### src/rtl/prio_pending_encoder.sv
// Sticky pending-event register with a registered priority/round-robin grant port.
// One grant is presented at a time and held until the consumer accepts it.
module prio_pending_encoder #(
  parameter int N     = 8,
  parameter int W     = $clog2(N),
  parameter int RR_EN = 0
) (
  input  logic         clk,
  input  logic         rst,
  input  logic [N-1:0] req_in,
  input  logic [N-1:0] mask,
  input  logic         out_ready,
  output logic         out_valid,
  output logic [W-1:0] out_idx,
  output logic [N-1:0] pending,
  output logic         overflow
);

  typedef enum logic {
    IDLE    = 1'b0,
    PRESENT = 1'b1
  } state_e;

  localparam logic [N-1:0] ONE = {{(N-1){1'b0}}, 1'b1};

  state_e         state_q, state_d;
  logic [N-1:0]   pending_q, pending_d;
  logic [W-1:0]   out_idx_q, out_idx_d;
  logic [W-1:0]   last_q, last_d;
  logic           overflow_q, overflow_d;

  logic [N-1:0]   clr;
  logic [N-1:0]   eligible;
  logic           found;
  logic [W-1:0]   sel_idx;

  // Only an accepted grant clears its pending bit; a fresh request the same cycle wins.
  assign clr      = (state_q == PRESENT && out_ready) ? (ONE << out_idx_q) : '0;
  assign eligible = pending_q & mask;

  // Descending search with wrap; fixed mode always starts at the top channel.
  always_comb begin
    int start;
    int j;
    logic [W-1:0] jj;
    // NOTE: every variable assigned here gets a default first so no latch is inferred.
    start   = N - 1;
    j       = 0;
    jj      = '0;
    found   = 1'b0;
    sel_idx = '0;
    if (RR_EN != 0 && last_q != '0) start = int'(last_q) - 1;
    for (int k = 0; k < N; k++) begin
      j = start - k;
      if (j < 0) j = j + N;
      jj = W'(j);
      if (!found && eligible[jj]) begin
        found   = 1'b1;
        sel_idx = jj;
      end
    end
  end

  always_comb begin
    state_d    = state_q;
    out_idx_d  = out_idx_q;
    last_d     = last_q;
    pending_d  = (pending_q & ~clr) | req_in;
    overflow_d = |(req_in & pending_q & ~clr);
    case (state_q)
      IDLE: begin
        if (found) begin
          state_d   = PRESENT;
          out_idx_d = sel_idx;
        end
      end
      PRESENT: begin
        if (out_ready) begin
          state_d = IDLE;
          last_d  = out_idx_q;
        end
      end
    endcase
  end

  // NOTE: state registers use non-blocking assignments so every flop samples pre-edge values.
  always_ff @(posedge clk) begin
    if (rst) begin
      state_q    <= IDLE;
      pending_q  <= '0;
      out_idx_q  <= '0;
      last_q     <= '0;
      overflow_q <= 1'b0;
    end else begin
      state_q    <= state_d;
      pending_q  <= pending_d;
      out_idx_q  <= out_idx_d;
      last_q     <= last_d;
      overflow_q <= overflow_d;
    end
  end

  assign out_valid = (state_q == PRESENT);
  assign out_idx   = out_idx_q;
  assign pending   = pending_q;
  assign overflow  = overflow_q;

endmodule

### config.mk
export PLATFORM = sky130hd
export DESIGN_NAME = prio_pending_encoder
export DESIGN_NICKNAME = d
export VERILOG_FILES = /design/src/rtl/prio_pending_encoder.sv
export SDC_FILE = /design/constraint.sdc
export NUM_CORES = 1
export LEC_CHECK = 0
export ABC_AREA = 0
export BUFFER_PORTS_ARGS = -buffer_cell sky130_fd_sc_hd__buf_2
export CAP_MARGIN = 20
export CORE_AREA = 2 2 40 42
export DETAILED_ROUTE_END_ITERATION = 10
export DIE_AREA = 0 0 42 44
export GPL_ROUTABILITY_DRIVEN = 1
export PLACE_DENSITY = 0.79
export SLEW_MARGIN = 10
export SYNTH_ARGS = -nofsm -noshare
export SYNTH_HDL_FRONTEND = slang
export SYNTH_SLANG_ARGS = --single-unit
### constraint.sdc
create_clock -name clk -period 2.58 [get_ports clk]
set_input_delay 0.129 -clock clk [delete_from_list [all_inputs] [get_ports clk]]
set_output_delay 0.129 -clock clk [all_outputs]
set_load 0.005 [all_outputs]
# Yosys cells after proc, flatten, opt, wreduce, memory -nomap -nowiden
# Index checks and enable logic that the tools add are counted.
word_totals:
  in_bits: 19
  reg_bits: 13
  elab_cells: 49
op_classes:
  shifts: 1
  n_reduce_logical: 17
  n_bitwise: 7
  muxes: 20
ops:
  columns: ["cell", "n"]
  rows:
  - ["bitwise AND 8 bit", 4]
  - ["2-to-1 mux 3 bit", 8]
  - ["2-to-1 mux 1 bit", 10]
  - ["logical AND 1 bit", 8]
  - ["2-to-1 mux 8 bit", 1]
  - ["inverter 8 bit", 1]
  - ["bitwise OR 8 bit", 1]
  - ["OR reduction 8 bit", 1]
  - ["left shift 1 x 3 -> 8 bit, first input constant", 1]
  - ["logical NOT 1 bit", 7]
  - ["case mux 1 bit (2 select lines)", 1]
  - ["AND reduction 2 bit", 1]
  - ["inverter 1 bit", 1]

# Logic depth before layout (Yosys ltp)
logic_depth:
  ltp_word: 25
  mapped_depth: 5

# Least setup slack after synthesis
# Ideal clock, no wire load.
synth_timing:
  path_kind: "register to register"
  start: "register pending_q[4] (netlist: pending[4])"
  end: "register out_idx_q[0] (netlist: out_idx[0])"
  setup_slack_ps: 1058
  required_time_ps: 2461
  synth_period_minus_slack_ps: 1522
  n_path_buf: 0
  path_stages_with_launch: 4
  arrival_ps: 1403
  setup_time_ps: 119
  path_cell_list: "dfxtp_1 a222oi_1 a41oi_1 o221a_2"
synth_via:
  elab_chain_cells: 16
  elab_cells_between_ends: 21
synth_lines:
  columns: ["item", "line_no", "rtl"]
  rows:
  - ["start: declaration", "27", "logic [N-1:0] pending_q, pending_d;"]
  - ["start signal: assignment", "96", "pending_q <= pending_d;"]
  - ["bitwise AND 8 bit *", "39", "assign eligible = pending_q & mask;"]
  - ["logical AND 1 bit *", "57", "if (!found && eligible[jj]) begin"]
  - ["2-to-1 mux 1 bit", "57", null]
  - ["logical NOT 1 bit", "57", null]
  - ["logical AND 1 bit", "57", null]
  - ["2-to-1 mux 1 bit", "57", null]
  - ["logical NOT 1 bit", "57", null]
  - ["logical AND 1 bit", "57", null]
  - ["2-to-1 mux 1 bit", "57", null]
  - ["logical NOT 1 bit", "57", null]
  - ["logical AND 1 bit", "57", null]
  - ["2-to-1 mux 1 bit", "57", null]
  - ["logical NOT 1 bit", "57", null]
  - ["logical AND 1 bit", "57", null]
  - ["2-to-1 mux 1 bit", "57", null]
  - ["AND reduction 2 bit (no source line)", null, null]
  - ["end signal: assignment", "97", "out_idx_q <= out_idx_d;"]
  - ["end: declaration", "28", "logic [W-1:0] out_idx_q, out_idx_d;"]
# Mark *: on every way between the ends. The rest lies on a longest branch, timed or not.
# A chain may end at the register's enable or synchronous reset.

# Worst setup path after layout
layout_timing:
  start: "register pending_q[7] (netlist: pending[7])"
  end: "register out_idx_q[0] (netlist: out_idx[0])"
layout_via:
  elab_chain_cells: 24
  elab_cells_between_ends: 32
layout_lines:
  columns: ["item", "line_no"]
  rows:
  - ["bitwise AND 8 bit *", "39"]
  - ["2-to-1 mux 1 bit", "57"]
  - ["logical NOT 1 bit", "57"]
  - ["logical AND 1 bit", "57"]
  - ["2-to-1 mux 1 bit", "57"]
  - ["logical NOT 1 bit", "57"]
  - ["logical AND 1 bit", "57"]
  - ["2-to-1 mux 1 bit", "57"]
  - ["[8 not listed]", null]
  - ["2-to-1 mux 1 bit", "57"]
  - ["logical NOT 1 bit", "57"]
  - ["logical AND 1 bit", "57"]
  - ["2-to-1 mux 1 bit", "57"]
  - ["logical NOT 1 bit", "57"]
  - ["logical AND 1 bit", "57"]
  - ["2-to-1 mux 1 bit", "57"]
  - ["AND reduction 2 bit (no source line)", null]
# Marked as above.

==> metrics.json <==
{
  "run_status": {"value": "complete, no violations"},
  "number_of_inserted_diodes": {"value": 0},
  "setup_viol_count_final": {"value": 0},
  "clk_path_buf_depth": {"value": 2},
  "min_path_type": {"value": "in2reg"},
  "max_cap_violations": {"value": 0},
  "cp.arrival": {"value": 1850, "unit": "ps"},
  "yosysWarningCount": {"value": 0},
  "rsz0062_at_grt": {"value": "no"},
  "pwr_density_cell": {"value": 579, "unit": "nW/um^2"},
  "floorplan.initialDensity": {"value": 44.1, "unit": "%"},
  "slowest_delay": {"value": 580, "unit": "ps"},
  "filler_cell_count": {"value": 139},
  "cell_area_after_synthesis": {"value": 626, "unit": "sq um"},
  "cts_tree": {"value": "yes"},
  "syn_to_final_growth": {"value": 30.4, "unit": "%"},
  "num_vias": {"value": 742},
  "hold_violations": {"value": 0},
  "post_cts.resized_instances": {"value": 0},
  "clkSinkCount": {"value": 13},
  "final_util": {"value": 57.5, "unit": "%"},
  "aggregate_routed_wire_length": {"value": 1620, "unit": "um"},
  "timing.setup.tns": {"value": 0, "unit": "ps"},
  "insertion_delay": {"value": 270, "unit": "ps"},
  "ir_drop": {"value": 0.000295, "unit": "V"},
  "grt_pass1_vias": {"value": 634},
  "slew_violations": {"value": 0},
  "cts-buffers-inserted": {"value": 3},
  "setup.worst_path.start_class": {"value": "flop"},
  "final_period_minus_worst_setup_slack": {"value": 1680, "unit": "ps"},
  "layout_worst_path_cycle_share": {"value": 65.3, "unit": "%"},
  "drt_pass1_iterations": {"value": 4},
  "post_dp_cell_area": {"value": 790, "unit": "sq um"},
  "clock_tree.root_cell": {"value": "clkbuf_4"},
  "row_count": {"value": 14},
  "postCtsHoldBufs": {"value": 0},
  "yosysSeqAreaShare": {"value": 41.6, "unit": "%"},
  "post_synth_inst_count": {"value": 81},
  "avgSynthCellArea": {"value": 7.72, "unit": "sq um"},
  "max_freq": {"value": 0.594, "unit": "GHz"},
  "timing.hold.ws": {"value": 68.8, "unit": "ps"},
  "yosys.cell_types.count": {"value": 23},
  "drt-initial-drc-count": {"value": 22},
  "die_h": {"value": 44, "unit": "um"},
  "final_net_count": {"value": 133},
  "grt_start_max_net_pins": {"value": 14},
  "floorplan.die.width": {"value": 42, "unit": "um"},
  "core_area": {"value": 1420, "unit": "sq um"},
  "antenna_found_initial": {"value": 0},
  "detailed_placement_hpwl": {"value": 1270, "unit": "um"},
  "total_leakage_power": {"value": 0.384, "unit": "nW"},
  "critical_path_class": {"value": "reg2reg"},
  "grtUsageTotal": {"value": 17.9, "unit": "%"},
  "floorplan.io_pins": {"value": 32},
  "io_buffer_count": {"value": 31},
  "final_layout_size_suffix_gt1_share": {"value": 31.0, "unit": "%"},
  "slew_headroom": {"value": 59.7, "unit": "%"},
  "place.gp.congestion": {"value": 0.818},
  "critical_path_peak_fanout": {"value": 5},
  "drt-wirelength-per-cell": {"value": 12.6, "unit": "um"},
  "finalInstanceArea": {"value": 816, "unit": "sq um"},
  "cp_data_required_time": {"value": 2750, "unit": "ps"},
  "die_area": {"value": 1850, "unit": "sq um"},
  "globalRoute.totalOverflow": {"value": 0},
  "total_nets_after_synthesis": {"value": 100},
  "count_of_h_tree_levels_built_during_cts": {"value": 1},
  "route.detailed.drc": {"value": 0},
  "crit_slowest_cell": {"value": "a222oi_1"},
  "critical_path.cell_chain": {"value": "a222oi_1 -> a41oi_1 -> o221a_2"},
  "worstMarginPinSlew": {"value": 604, "unit": "ps"},
  "yosys_register_bits": {"value": 13},
  "clock_slew_at_the_register_clock_pins_of_the_worst_setup_and_hold_paths": {"value": 80, "unit": "ps"},
  "final.setup_skew": {"value": 4.39, "unit": "ps"},
  "route.detailed.vias_per_inst": {"value": 5.75},
  "post-cts-setup-buffer-count": {"value": 0},
  "postRouteAntennaNets": {"value": 0},
  "wire_length_of_the_first_global_routing_pass": {"value": 2520, "unit": "um"},
  "critical_path.endpoint_type": {"value": "flop"}
}
==> state kept, by name, summed over array words and instances (netlist names) <==
signal and flops:
out_idx 3, out_valid 1, overflow 1, pending 8
==> final cells by class <==
type / count / area [sq um] / share of cell area (%)
clock buffer: 4 / 26.3 / 3.22
inverter: 2 / 7.51 / 0.920
multi-input combinational: 63 / 347 / 42.5
sequential: 13 / 260 / 31.9
tap: 16 / 20.0 / 2.45
timing repair buffer: 31 / 155 / 19.0
==> power breakdown <==
part / leakage, nW / internal [mW] / switching (mW)
clock network: 0.0150 / 0.0598 / 0.0636
logic: 0.260 / 0.0507 / 0.0538
registers: 0.109 / 0.220 / 0.0247
total: 0.384 / 0.330 / 0.142
==> critical path, delay by kind of cell, from the launching register on <==
kind / cells / cell delay, ps
flip-flops: 1 / 360
AO/OA/AOI/OAI: 3 / 1230
==> metal layers <==
| metal | part of all wire, % | track usage, % | vias up |
|---|---|---|---|
| met5 | 0 | 0 | - |
| met4 | 1.1 | 5.81 | 0 |
| met3 | 7.6 | 4.58 | 4 |
| met2 | 48 | 34.1 | 31 |
| met1 | 44 | 19.2 | 341 |
| li1 | - | - | 366 |
==> Yosys cell counts (all sizes together) <==
library cell	n	area, sq um
and3b	1	8.76
nand2	12	45.0
a32oi	2	17.5
nor4	1	6.26
o21ai	2	10.0
nor2b	2	12.5
nor2	13	48.8
a41oi	1	8.76
a22oi	2	15.0
a211oi	1	7.51
dfxtp	13	260
nand4	1	6.26
nor3	1	5.00
inv	2	7.51
a21oi	11	55.1
and3	1	6.26
a311oi	2	17.5
nand3	2	10.0
clkbuf	3	11.3
o221a	1	11.3
a31oi	2	12.5
a21boi	3	22.5
a222oi	2	20.0
==> cell families (layout without fill, tap and decap cells) <==
kind of cell / count (synthesis) / after routing / share of synthesized area, %
compound gates: 29 / 29 / 31.6
buf+inv: 5 / 37 / 3.00
flops: 13 / 13 / 41.6
simple gates: 34 / 34 / 23.8
==> cells in the final DEF, fill, tap and decap left out <==
cell	instances
a211oi_1	1
a21boi_0	3
a21oi_1	11
a222oi_1	2
a22oi_1	2
a311oi_1	2
a31oi_1	2
a32oi_1	2
a41oi_1	1
and3_1	1
and3b_1	1
buf_2	31
clkbuf_1	1
clkbuf_4	3
dfxtp_1	13
inv_1	2
nand2_1	12
nand3_1	2
nand4_1	1
nor2_1	13
nor2b_1	2
nor3_1	1
nor4_1	1
o21ai_0	2
o221a_2	1
==> through the flow <==
step | cells | total power [mW] | setup slack [ps]
floorplan | 81 | 0.304 | 1060
global placement | 125 | 0.350 | 978
detailed placement | 125 | 0.353 | 930
CTS | 129 | 0.473 | 896
global route | 129 | 0.503 | 719
finish | 129 | 0.472 | 896
==> worst paths after layout <==
kind / from / to / slack, ps / depth (start not counted)
setup / recovery: pending[7] / out_idx[0] / 900 / 3
hold / removal: out_ready / out_valid / 70 / 2
setup reg to reg: pending[7] / out_idx[0] / 900 / 3
hold reg to reg: out_idx[2] / out_idx[2] / 530 / 2
Power figures use the tool's default switching activity.
